File: src/rtl/sync_fifo_param.sv
// Parametrised single-clock FIFO with registered or first-word fall-through
// read mode, programmable almost-full/almost-empty thresholds, occupancy
// count, sticky overflow/underflow flags and a synchronous flush.
module sync_fifo_param #(
    parameter int unsigned W_SIZE    = 32,
    parameter int unsigned WIDTH     = 4,
    parameter int unsigned FWFT      = 0,
    parameter int unsigned AFULL_TH  = (32'd1 << (WIDTH - 1)) - 32'd1,
    parameter int unsigned AEMPTY_TH = 1
) (
    input  logic              clk1,
    input  logic              rst1,
    input  logic              clr,
    input  logic              push,
    input  logic [W_SIZE-1:0] wdata,
    input  logic              pop,
    output logic [W_SIZE-1:0] rdata,
    output logic              rvalid,
    output logic              full,
    output logic              empty,
    output logic              almost_full,
    output logic              almost_empty,
    output logic [WIDTH-1:0]  level,
    output logic              overflow,
    output logic              underflow
);

    localparam int unsigned AW    = WIDTH - 1;
    localparam int unsigned DEPTH = 32'd1 << AW;

    logic [W_SIZE-1:0] mem_q [DEPTH];

    logic [WIDTH-1:0] wptr_q, wptr_d;
    logic [WIDTH-1:0] rptr_q, rptr_d;
    logic             ovf_q, ovf_d;
    logic             unf_q, unf_d;

    logic             full_c, empty_c;
    logic             push_acc_c, pop_acc_c;
    logic [WIDTH-1:0] level_c;
    logic [AW-1:0]    waddr_c, raddr_c;

    // Status decode from the registered pointers; clr masks acceptance
    always_comb begin
        empty_c    = (wptr_q == rptr_q);
        full_c     = (wptr_q[AW] != rptr_q[AW]) && (wptr_q[AW-1:0] == rptr_q[AW-1:0]);
        level_c    = wptr_q - rptr_q;
        waddr_c    = wptr_q[AW-1:0];
        raddr_c    = rptr_q[AW-1:0];
        push_acc_c = push && !full_c && !clr;
        pop_acc_c  = pop && !empty_c && !clr;
    end

    // Next-state for pointers and sticky error flags
    always_comb begin
        wptr_d = wptr_q;
        rptr_d = rptr_q;
        ovf_d  = ovf_q;
        unf_d  = unf_q;
        if (clr) begin
            wptr_d = '0;
            rptr_d = '0;
            ovf_d  = 1'b0;
            unf_d  = 1'b0;
        end else begin
            if (push_acc_c) wptr_d = wptr_q + WIDTH'(1);
            if (pop_acc_c)  rptr_d = rptr_q + WIDTH'(1);
            if (push && full_c) ovf_d = 1'b1;
            if (pop && empty_c) unf_d = 1'b1;
        end
    end

    // Pointer and flag registers
    always_ff @(posedge clk1 or negedge rst1) begin
        if (!rst1) begin
            wptr_q <= '0;
            rptr_q <= '0;
            ovf_q  <= 1'b0;
            unf_q  <= 1'b0;
        end else begin
            wptr_q <= wptr_d;
            rptr_q <= rptr_d;
            ovf_q  <= ovf_d;
            unf_q  <= unf_d;
        end
    end

    // Storage array; contents survive reset and flush
    always_ff @(posedge clk1) begin
        if (push_acc_c) mem_q[waddr_c] <= wdata;
    end

    generate
        if (FWFT == 0) begin : g_reg_read
            logic [W_SIZE-1:0] rdata_q, rdata_d;
            logic              rvalid_q, rvalid_d;

            // Load the head word on an accepted pop, otherwise hold it
            always_comb begin
                rdata_d  = rdata_q;
                rvalid_d = pop_acc_c;
                if (pop_acc_c) rdata_d = mem_q[raddr_c];
            end

            // Registered read data and one-cycle valid strobe
            always_ff @(posedge clk1 or negedge rst1) begin
                if (!rst1) begin
                    rdata_q  <= '0;
                    rvalid_q <= 1'b0;
                end else begin
                    rdata_q  <= rdata_d;
                    rvalid_q <= rvalid_d;
                end
            end

            assign rdata  = rdata_q;
            assign rvalid = rvalid_q;
        end else begin : g_fwft_read
            // Head word is always presented; pop acknowledges it
            assign rdata  = mem_q[raddr_c];
            assign rvalid = !empty_c;
        end
    endgenerate

    assign full         = full_c;
    assign empty        = empty_c;
    assign level        = level_c;
    assign almost_full  = (32'(level_c) >= AFULL_TH);
    assign almost_empty = (32'(level_c) <= AEMPTY_TH);
    assign overflow     = ovf_q;
    assign underflow    = unf_q;

endmodule

File: config.mk
export PLATFORM = sky130hd
export DESIGN_NAME = sync_fifo_param
export DESIGN_NICKNAME = d
export VERILOG_FILES = /design/src/rtl/sync_fifo_param.sv
export SDC_FILE = /design/constraint.sdc
export NUM_CORES = 1
export LEC_CHECK = 0
export ABC_AREA = 0
export CORE_AREA = 2 2 139 155
export DETAILED_ROUTE_END_ITERATION = 10
export DIE_AREA = 0 0 141 157
export DONT_BUFFER_PORTS = 1
export PLACE_DENSITY_LB_ADDON = 0.05
export REMOVE_ABC_BUFFERS = 1
export SYNTH_ARGS = -nofsm -noshare
export SYNTH_HDL_FRONTEND = slang
export SYNTH_SLANG_ARGS = --single-unit
File: constraint.sdc
create_clock -name clk1 -period 4.95 [get_ports clk1]
set_clock_uncertainty 0.2 [all_clocks]
set_input_delay 0.99 -clock clk1 [delete_from_list [all_inputs] [get_ports clk1]]
set_output_delay 0.99 -clock clk1 [all_outputs]
set_load 0.02 [all_outputs]
==> results of run 1 <==
## worst reg2reg max path, cell delays in order (launching register included)
cell and delay [ps]:
dfrtp_1 480, ha_1 380, nand3_1 300, o21ai_1 200, or3_1 510, nor2_4 400
buf_4 330
## final cells by class
| cell class | instances | area (um2) |
|---|---|---|
| multi-input combinational | 221 | 2590 |
| timing repair buffer | 18 | 168 |
| clock buffer | 46 | 872 |
| inverter | 10 | 37.5 |
| tap | 256 | 320 |
| sequential | 299 | 8770 |
| clock inverter | 10 | 77.6 |
| fill | 1417 | 7600 |
## synth_stat cells, drive strengths merged
master  instances
nor3            2
a21oi           3
ha              5
dfrtp          43
fa              1
xor2            6
edfxtp        256
o211ai          5
xnor2           3
buf            20
inv            10
nand2b          1
mux4           64
mux2i          34
o32ai           1
o21ai          35
nor2           19
clkbuf          6
nand3           1
and3            3
nor2b           1
nand2          34
o211a           1
or3             2
## registers in the layout (all words and copies together) (netlist names)
name	count
rdata	32
underflow	1
wptr_q	4
mem_q	256
rptr_q	4
overflow	1
rvalid	1
## cell families after synthesis
kind of cell	count (synthesis)	share of synthesized area
flops	299	0.761
mux	98	0.155
simple gates	63	0.0224
compound gates	45	0.0274
buf+inv	36	0.0197
xor+xnor	9	0.00815
fa+ha+maj	6	0.00717
## repair_timing
item,CTS,global route
hold buffers,1,0
setup buffers,0,0
endpoints found under the hold margin,43,0
## layer usage
layer  track usage  vias to the layer above  part of all wire
met3        0.0380                       27             0.052
met5             0                        -                 0
met4        0.0476                        0             0.015
met2         0.338                      128              0.51
li1              -                     2290                 -
met1         0.265                     2621              0.42
## how the worst max path moves through the flow
stage	slack [ps]	endpoint
CTS	1270	almost_full
detailed placement	1840	mem_q[0][28]
global placement	1920	almost_full
global route	1190	almost_full
finish	1300	almost_full
floorplan	-1860	mem_q[1][0]
## power breakdown
part           internal (mW)  total [mW]  switching (mW)
Sequential              2.91        3.19           0.282
Combinational          0.347       0.753           0.406
Clock                   1.26        2.14           0.878
==> metrics, run 1 <==
share of cells above drive strength 1=0.257; routed via count=5066; Starting Density=0.564; status=finished clean; R2R cell count=6; WHS=109 ps; ant diodes=0; P&R area growth vs syn=11.4%; CP max stage cell=o32ai_1; GP Congestion=0.787; Hold Crit Class=input port to async pin; DP Wirelength=11.8 mm; final setup vio count=0; Final Power=6.09 mW; placed inst area=0.0119 mm2; Max Fclk=274 MHz; final worst-path cycle share=0.738; CTS tree=done; WS Path Type=flip-flop to primary output; Yosys cell types=33; leakage power=4.20 nW; root buffer cell=clkbuf_16; post-synth top area share=0.667; Post-Synthesis Cells=556; Pwr Density=474 mW/mm2; Worst-path clk slew=60 ps; post-synth top area cell=edfxtp_1; vias in the first global route=5575; RSZ-0062 raised after global routing=false; Detail Route Antenna Nets=0; fin cells=860; Rel. slew slack=0.324; GRT Overall Usage=0.197; commonest non-fill, non-tap cell in the layout=edfxtp_1; CTS Sinks=299; critical-path cell list=inv_1 > fa_1 > xor2_1 > o32ai_1; final wirelength=20.7 mm; Critical Path RT=3760 ps; Core Area=0.0204 mm2; Max Cap Violations=0; placed cell count=803; post-synthesis sequential area ratio=0.761; Slew @ Worst Pin=1010 ps; router iterations before antenna repair=5; Worst setup SP type=flip-flop; first-pass GRT wire length=32.4 mm; worst r2r src=wptr_q[2]; Avg Vias per Cell=5.89; final worst-path setup slack=1300 ps; Die Ht=157 um; grt ovf=0; Nets=623; Die Width=141 um; Ports=80; Clk Latency, worst-skew pair=540 ps; setup TNS=0 ps; Post-CTS Resized=0; Worst path depth=4; H-tree Lvls=1; final worst path period need=3650 ps; final instance area=0.0128 mm2; Mapped Area=0.0115 mm2; CP Max Fanout=9; reg2reg end=mem_q[5][9]; worst reg2reg setup slack=1820 ps; crit-path leading delay family=compound AO/OA/AOI/OAI gates; flops & latches, synth=299; site row count=55; CP bufs+invs=1; CP peak stage delay=640 ps; largest net degree at the start of global routing=68; drt wl/cell=24.1 um; initial antenna violation count=0; Port Buffers=0; Util after Layout=0.628; DR DRC count=0; average size of a mapped cell=20.7 um2; Clock Path Buffers=3; Post-Place Setup Slack=1840 ps; final slew viol count=0; First DRT Iteration DRCs=341; CTS buffer count=30; synth warn=0; most frequent cells in the layout=256 x edfxtp_1, 64 x mux4_2, 40 x dfrtp_1; Crit. End Element=primary output; Critical Path Source=wptr_q[1]; maximum VDD drop=337 uV; final hold violation count=0; die area=0.0221 mm2; critical path arrival=2460 ps; Synth area leaders=edfxtp_1 67%, mux4_2 13%, dfrtp_1 9.3%, mux2i_1 3.0%, o21ai_2 1.3%
Power figures use the tool's default switching activity.
==> run 2: changes to the inputs <==
Settings changed: ABC_AREA 0 to 1, CORE_AREA 2 2 139 155 to 2 2 142 158, DIE_AREA 0 0 141 157 to 0 0 144 160.
Clock period 4.95 ns to 3.3 ns, I/O delays scaled along.
==> run 2 against run 1 <==
  * Flip-flop and latch count is the same
  * Sequential power grew 48%
  * Critical path type unchanged
  * Clock power grew 63%
  * Combinational power grew 73%
  * Total power grew 56%
  * Register-to-register slack lost 1400 ps
  * Worst hold slack lost 64 ps
  * Largest cell class unchanged
  * Highest routed layer unchanged
  * Count of clock-buffer cells in the layout grew 2
  * Worst setup slack lost 1200 ps
==> metrics, run 2 <==
grt ovf=0 (unchanged); synth warn=0 (unchanged); Ports=80 (unchanged); P&R area growth vs syn=15.6%; Yosys cell types=26 (-21%); Detail Route Antenna Nets=0 (unchanged); initial antenna violation count=1 (+1); Worst-path clk slew=60 ps (about the same); CP Max Fanout=3 (-6); critical-path cell list=ha_2 > fa_2 > inv_1 > or2_2 > nor2_1 > buf_4; CP bufs+invs=2 (+1); Hold Crit Class=input port to flip-flop; final wirelength=25.0 mm (+21%); CTS tree=done; Fillers=1659 (+17%); vias in the first global route=7111 (+28%); first-pass GRT wire length=39.4 mm (+21%); met2 wire length=12.0 mm (+13%); most frequent cells in the layout=314 x nand2_1, 256 x edfxtp_1, 109 x nand3_1; post-synth top area cell=edfxtp_1; router iterations before antenna repair=5 (unchanged); Max Fclk=313 MHz; drt wl/cell=18.0 um (-25%); most common cell in the synthesized netlist=nand2_1; Synth area leaders=edfxtp_1 64%, nand2_1 9.8%, dfrtp_1 8.9%, nand3_1 4.5%, nor2_1 2.8%; Port Buffers=0 (unchanged); fin cells=1388 (+61%); post-synth top area share=0.637 (-0.0302); routed wl met3=1.31 mm (+22%); DP Wirelength=12.9 mm (+9.4%); root buffer cell=clkbuf_16; CTS buffer count=31 (+3.3%); final worst path period need=3190 ps; final worst-path cycle share=0.967; sequential fraction of design power=0.496 (-0.029); clock share of power=0.367 (+0.016); Post-synth ARST share=0.144 (unchanged); placed inst area=0.0125 mm2 (+5.4%); RSZ-0062 raised after global routing=false; Critical Path RT=2440 ps (-1320 ps); final setup vio count=0 (unchanged); Core Area=0.0216 mm2 (+5.7%); WS Path Type=flip-flop to primary output; routed via count=7354 (+45%); First DRT Iteration DRCs=516 (+51%); most frequent cells after synthesis=314 x nand2_1, 256 x edfxtp_1, 109 x nand3_1; Die Width=144 um (+2.1%); Int Pwr=6.89 mW (+52%); Comb power frac=0.137 (+0.013); crit-path leading delay family=adder cells; sw frac=0.276 (+0.0192); site row count=57 (+3.6%); register ranked first by flip-flop count=mem_q; Clk Latency, worst-skew pair=550 ps (about the same); Mapped Area=0.0121 mm2 (+4.7%); Starting Density=0.558 (-0.00530); CP peak stage delay=510 ps (-130 ps); Net Sw Power=2.63 mW (+68%); Rel. slew slack=0.446 (+0.122); largest net degree at the start of global routing=164 (+140%); final instance area=0.0139 mm2 (+8.6%); DR DRC count=0 (unchanged); maximum VDD drop=583 uV (+73%); final slew viol count=0 (unchanged); Post-Synthesis Cells=1027 (+85%); Slew @ Worst Pin=831 ps (-178 ps); Final Power=9.52 mW (+56%); CP max stage cell=fa_2; GRT Overall Usage=0.224 (+0.0272); Clock Path Buffers=3 (unchanged); CTS Sinks=299 (unchanged); GP Congestion=0.738 (-6.2%); top sig layer=met4; critical path arrival=2330 ps (-130 ps); Max Cap Violations=0 (unchanged); number of enable flip-flop cells after synthesis=256 (unchanged); commonest non-fill, non-tap cell in the layout=nand2_1; register area=0.00877 mm2 (unchanged); die area=0.0230 mm2 (+4.1%); Most used DFF post-synth=edfxtp_1; area of the multi-input gates=0.00289 mm2 (+12%); Avg Vias per Cell=5.30 (-10%); H-tree Lvls=1 (unchanged); final hold violation count=0 (unchanged); placed cell count=1294 (+61%); post-synthesis sequential area ratio=0.726 (-0.0344); Met1 Wirelength=11.4 mm (+31%); leakage power=5.41 nW (+29%); Worst setup SP type=flip-flop; Die Ht=160 um (+1.9%); flops & latches, synth=299 (unchanged); WHS=44.1 ps (-64.4 ps); Largest register FFs=256 (unchanged); average size of a mapped cell=11.7 um2 (-43%); Nets=1110 (+78%); share of cells above drive strength 1=0.112 (-0.145); Pwr Density=683 mW/mm2 (+44%); status=finished clean; Crit. End Element=primary output
run 2: cell count changes after synthesis, sizes merged, moves of 2 or more:
| cell | delta |
|---|---|
| inv | +42 |
| nor3 | -2 |
| or3 | -2 |
| buf | +25 |
| nand2 | +283 |
| mux2i | -34 |
| and3 | -3 |
| nand3 | +109 |
| xnor2 | -2 |
| nor2 | +92 |
| mux4 | -64 |
| o211ai | +27 |
| o21ai | +3 |
run 2: path summary, 6_finish.rpt:
check                             startpoint            to  slack [ps]  cells past startpoint
worst max-delay path               rptr_q[0]  almost_empty         110                      6
worst min-delay path                    push      overflow          40                      2
worst max register to register     wptr_q[2]   mem_q[6][4]         450                      7
worst min register to register  mem_q[3][17]     rdata[17]         360                      4
max in group asynchronous               rst1     rptr_q[0]        2210                      2
min in group asynchronous               rst1      rdata[7]         430                      2
run 2: final cells by class:
type	instances	share of cell area
Inverter	52	0.0142
Antenna cell	1	0.000179
Clock buffer	48	0.0674
Tap cell	295	0.0265
Multi-Input combinational cell	624	0.208
Clock inverter	10	0.00816
Sequential cell	299	0.629
Timing Repair Buffer	59	0.0474
run 2: power by group through the flow:
stage	clock (mW)	combinational (mW)	sequential (mW)
detailed placement	0	1.23	4.81
finish	3.49	1.30	4.73
global placement	0	1.21	4.81
global route	3.71	1.49	4.76
CTS	3.56	1.32	4.73
floorplan	0	0.809	4.86
run 2: cell families after synthesis:
family,count (synthesis),share of synthesized area
flops,299,0.726
xor+xnor,6,0.00436
fa+ha+maj,6,0.00684
simple gates,539,0.185
compound gates,73,0.0369
buf+inv,104,0.0405
run 2: per-layer routing:
metal | up-vias | global-route usage
met2 | 171 | 0.365
met3 | 25 | 0.0306
li1 | 3581 | -
met5 | - | 0
met1 | 3577 | 0.327
met4 | 0 | 0.0468
run 2: repair_timing:
action | 4_1_cts | 5_1_grt
setup buffers | 0 | 0
setup endpoints to repair | 0 | 1
gates resized for setup | 0 | 6
hold buffers | 35 | 0
hold endpoints to repair | 301 | 0
run 2: worst register-to-register path, cell delays in order, from the launching register on:
cell and delay (ps):
dfrtp_1 480, ha_1 410, nand3_1 160, nor2_2 110, nor2_2 220, nand3_1 310, nor2_4 370, buf_12 260
run 2: per-stage QoR:
step | utilization | TNS, ps | setup slack [ps]
6_report | 0.645 | 0 | 108
5_1_grt | 0.645 | 0 | 15.2
4_1_cts | 0.645 | 0 | 14.0
3_5_place_dp | 0.579 | 0 | 459
3_3_place_gp | 0.579 | 0 | 514
2_1_floorplan | - | -731330 | -2570
==> run 3: changes to the inputs <==
Settings changed: PLACE_DENSITY from default to 0.75, PLACE_DENSITY_LB_ADDON 0.05 to default, SLEW_MARGIN from default to 10, TNS_END_PERCENT from default to 10.
==> run 3 against run 2 <==
  * Sequential power about the same
  * Non-clock buffer count down 33
  * First-iteration DRC count up 2.3%
  * Highest routed layer unchanged
  * Maximum frequency down 0.29%
  * Flip-flop and latch count unchanged
  * Via count up 0.46%
  * Critical path type unchanged
  * Register-to-register slack better by 110 ps
  * Count of clock-buffer cells in the layout down 6
  * Final cell count down 2.9%
  * Combinational power down 8%
  * Total power down 2.8%
==> metrics, run 3 (synthesis results as in run 2) <==
top sig layer=met4; P&R area growth vs syn=11.8%; R2R cell count=7 (unchanged); Avg Vias per Cell=5.48 (+3.4%); Hold Crit Class=input port to flip-flop; WS Path Type=flip-flop to primary output; routed wl met3=1.90 mm (+44%); Core Area=0.0216 mm2 (unchanged); most frequent cells in the layout=314 x nand2_1, 256 x edfxtp_1, 109 x nand3_1; Nets=1074 (-3.2%); Ports=80 (unchanged); Int Pwr=6.74 mW (-2.3%); Die Width=144 um (unchanged); share of cells above drive strength 1=0.108 (-0.00346); CP bufs+invs=1 (-1); site row count=57 (unchanged); final worst-path setup slack=98.1 ps (-9.45 ps); Starting Density=0.558 (unchanged); clock share of power=0.358 (-0.009); commonest non-fill, non-tap cell in the layout=nand2_1; HP Start=wdata[16]; H-tree Lvls=1 (unchanged); area of the multi-input gates=0.00289 mm2 (-0.17%); Clock Path Buffers=3 (unchanged); first-pass GRT wire length=38.1 mm (-3.3%); Clk Latency, worst-skew pair=530 ps (-20 ps); GP Congestion=0.775 (+5.0%); Pwr Density=687 mW/mm2 (+0.53%); Die Ht=160 um (unchanged); RSZ-0062 raised after global routing=false; sequential fraction of design power=0.512 (+0.016); reg2reg end=mem_q[0][29]; die area=0.0230 mm2 (unchanged); maximum VDD drop=371 uV (-36%); Util after Layout=0.624 (-0.0213); Detail Route Antenna Nets=0 (unchanged); status=finished clean; critical-path cell list=ha_1 > fa_1 > inv_1 > or2_2 > nor2_4; Net Sw Power=2.52 mW (-4.2%); fin cells=1348 (-2.9%); worst reg2reg setup slack=560 ps (+110 ps); CTS buffer count=28 (-9.7%); register ranked first by flip-flop count=mem_q; placed cell count=1292 (-0.15%); CP Max Fanout=3 (unchanged); final worst path period need=3200 ps (+9.45 ps); WHS=17.2 ps (-26.9 ps); Hold EP=mem_q[4][16]; final worst-path cycle share=0.970 (+0.00286); Largest register FFs=256 (unchanged); final hold violation count=0 (unchanged); Worst-path clk slew=70 ps (about the same); CP max stage cell=dfrtp_4; Max Fclk=312 MHz (-0.29%); Rel. slew slack=0.434 (-0.0116); Post-Place Setup Slack=439 ps (-20.0 ps); met2 wire length=11.9 mm (-0.68%); root buffer cell=clkbuf_16; Critical Path RT=2440 ps (about the same); CTS tree=done; Met1 Wirelength=10.1 mm (-11%); CP peak stage delay=480 ps (-30 ps); Worst setup SP type=flip-flop; DP Wirelength=12.7 mm (-1.6%); setup TNS=0 ps (unchanged); routed via count=7388 (+0.46%); Comb power frac=0.130 (-0.007); crit-path leading delay family=adder cells; Port Buffers=0 (unchanged); final setup vio count=0 (unchanged); worst hold path depth=0 (-2); drt wl/cell=18.1 um (+0.17%); register area=0.00877 mm2 (unchanged); initial antenna violation count=0 (-1); Crit. End Element=primary output; CTS Sinks=299 (unchanged); grt ovf=0 (unchanged); sw frac=0.273 (-0.00390); critical path arrival=2340 ps (about the same); Max Cap Violations=0 (unchanged); router iterations before antenna repair=7 (+2); Fillers=1571 (-5.3%); vias in the first global route=7151 (+0.56%); worst r2r src=wptr_q[2]; final wirelength=24.3 mm (-2.7%); Slew @ Worst Pin=849 ps (+17.4 ps); ant diodes=0 (-1); GRT Overall Usage=0.214 (-0.00999); final slew viol count=0 (unchanged); leakage power=5.22 nW (-3.4%); DR DRC count=0 (unchanged); largest net degree at the start of global routing=83 (-49%); First DRT Iteration DRCs=528 (+2.3%)
run 3: cell types whose count changed in the layout (fill, tap and decap cells not counted), moves of 2 or more:
cell and delta:
clkbuf_1 -2, buf_4 +3, clkinvlp_4 -2, clkbuf_8 -2, dlygate4sd3_1 -32, clkbuf_16 -2, clkinv_2 +3, buf_12 -4
run 3: worst register-to-register path: cells and delay by family (launching register included):
family        cells  cell delay, ps
fa+ha+maj         1             390
flops             1             470
simple gates      5            1020
buf+inv           1             330
run 3: what timing repair did:
action                     in CTS  in global routing
setup endpoints to repair       1                  1
hold buffers                    3                  0
gates resized for setup         2                  2
buffers inserted                0                  1
hold endpoints to repair       45                  0
run 3: layout make-up:
type / instances / area share
Sequential cell: 299 / 0.650
Multi-Input combinational cell: 624 / 0.214
Clock buffer: 42 / 0.0634
Tap cell: 295 / 0.0274
Timing Repair Buffer: 26 / 0.0210
Inverter: 52 / 0.0147
Clock inverter: 10 / 0.00918
run 3: layer usage:
metal | up-vias | GRT usage
li1 | 3507 | -
met1 | 3586 | 0.294
met2 | 259 | 0.352
met3 | 36 | 0.0411
met4 | 0 | 0.0588
met5 | - | 0
run 3: metrics by stage:
step,cell area (um2),power [mW]
floorplan,11800,5.67
global placement,12400,5.96
detailed placement,12400,6.00
CTS,13500,9.32
global route,13500,9.64
finish,13500,9.26
run 3: how the worst max path moves through the flow:
stage | from | end | slack, ps | cells after the start
after floorplan | rptr_q[0] | mem_q[2][0] | -2570 | 6
after global placement | wptr_q[0] | almost_empty | 460 | 6
after detailed placement | wptr_q[0] | almost_empty | 440 | 6
after CTS | wptr_q[0] | almost_empty | 5 | 6
after global routing | rptr_q[0] | almost_empty | 20 | 5
final | rptr_q[0] | almost_empty | 100 | 5
run 3: power by group through the flow:
stage | Sequential, mW | Combinational (mW) | Clock, mW
6_report | 4.74 | 1.20 | 3.31
5_1_grt | 4.78 | 1.37 | 3.49
4_1_cts | 4.75 | 1.22 | 3.35
3_5_place_dp | 4.83 | 1.18 | 0
3_3_place_gp | 4.82 | 1.14 | 0
2_1_floorplan | 4.86 | 0.809 | 0
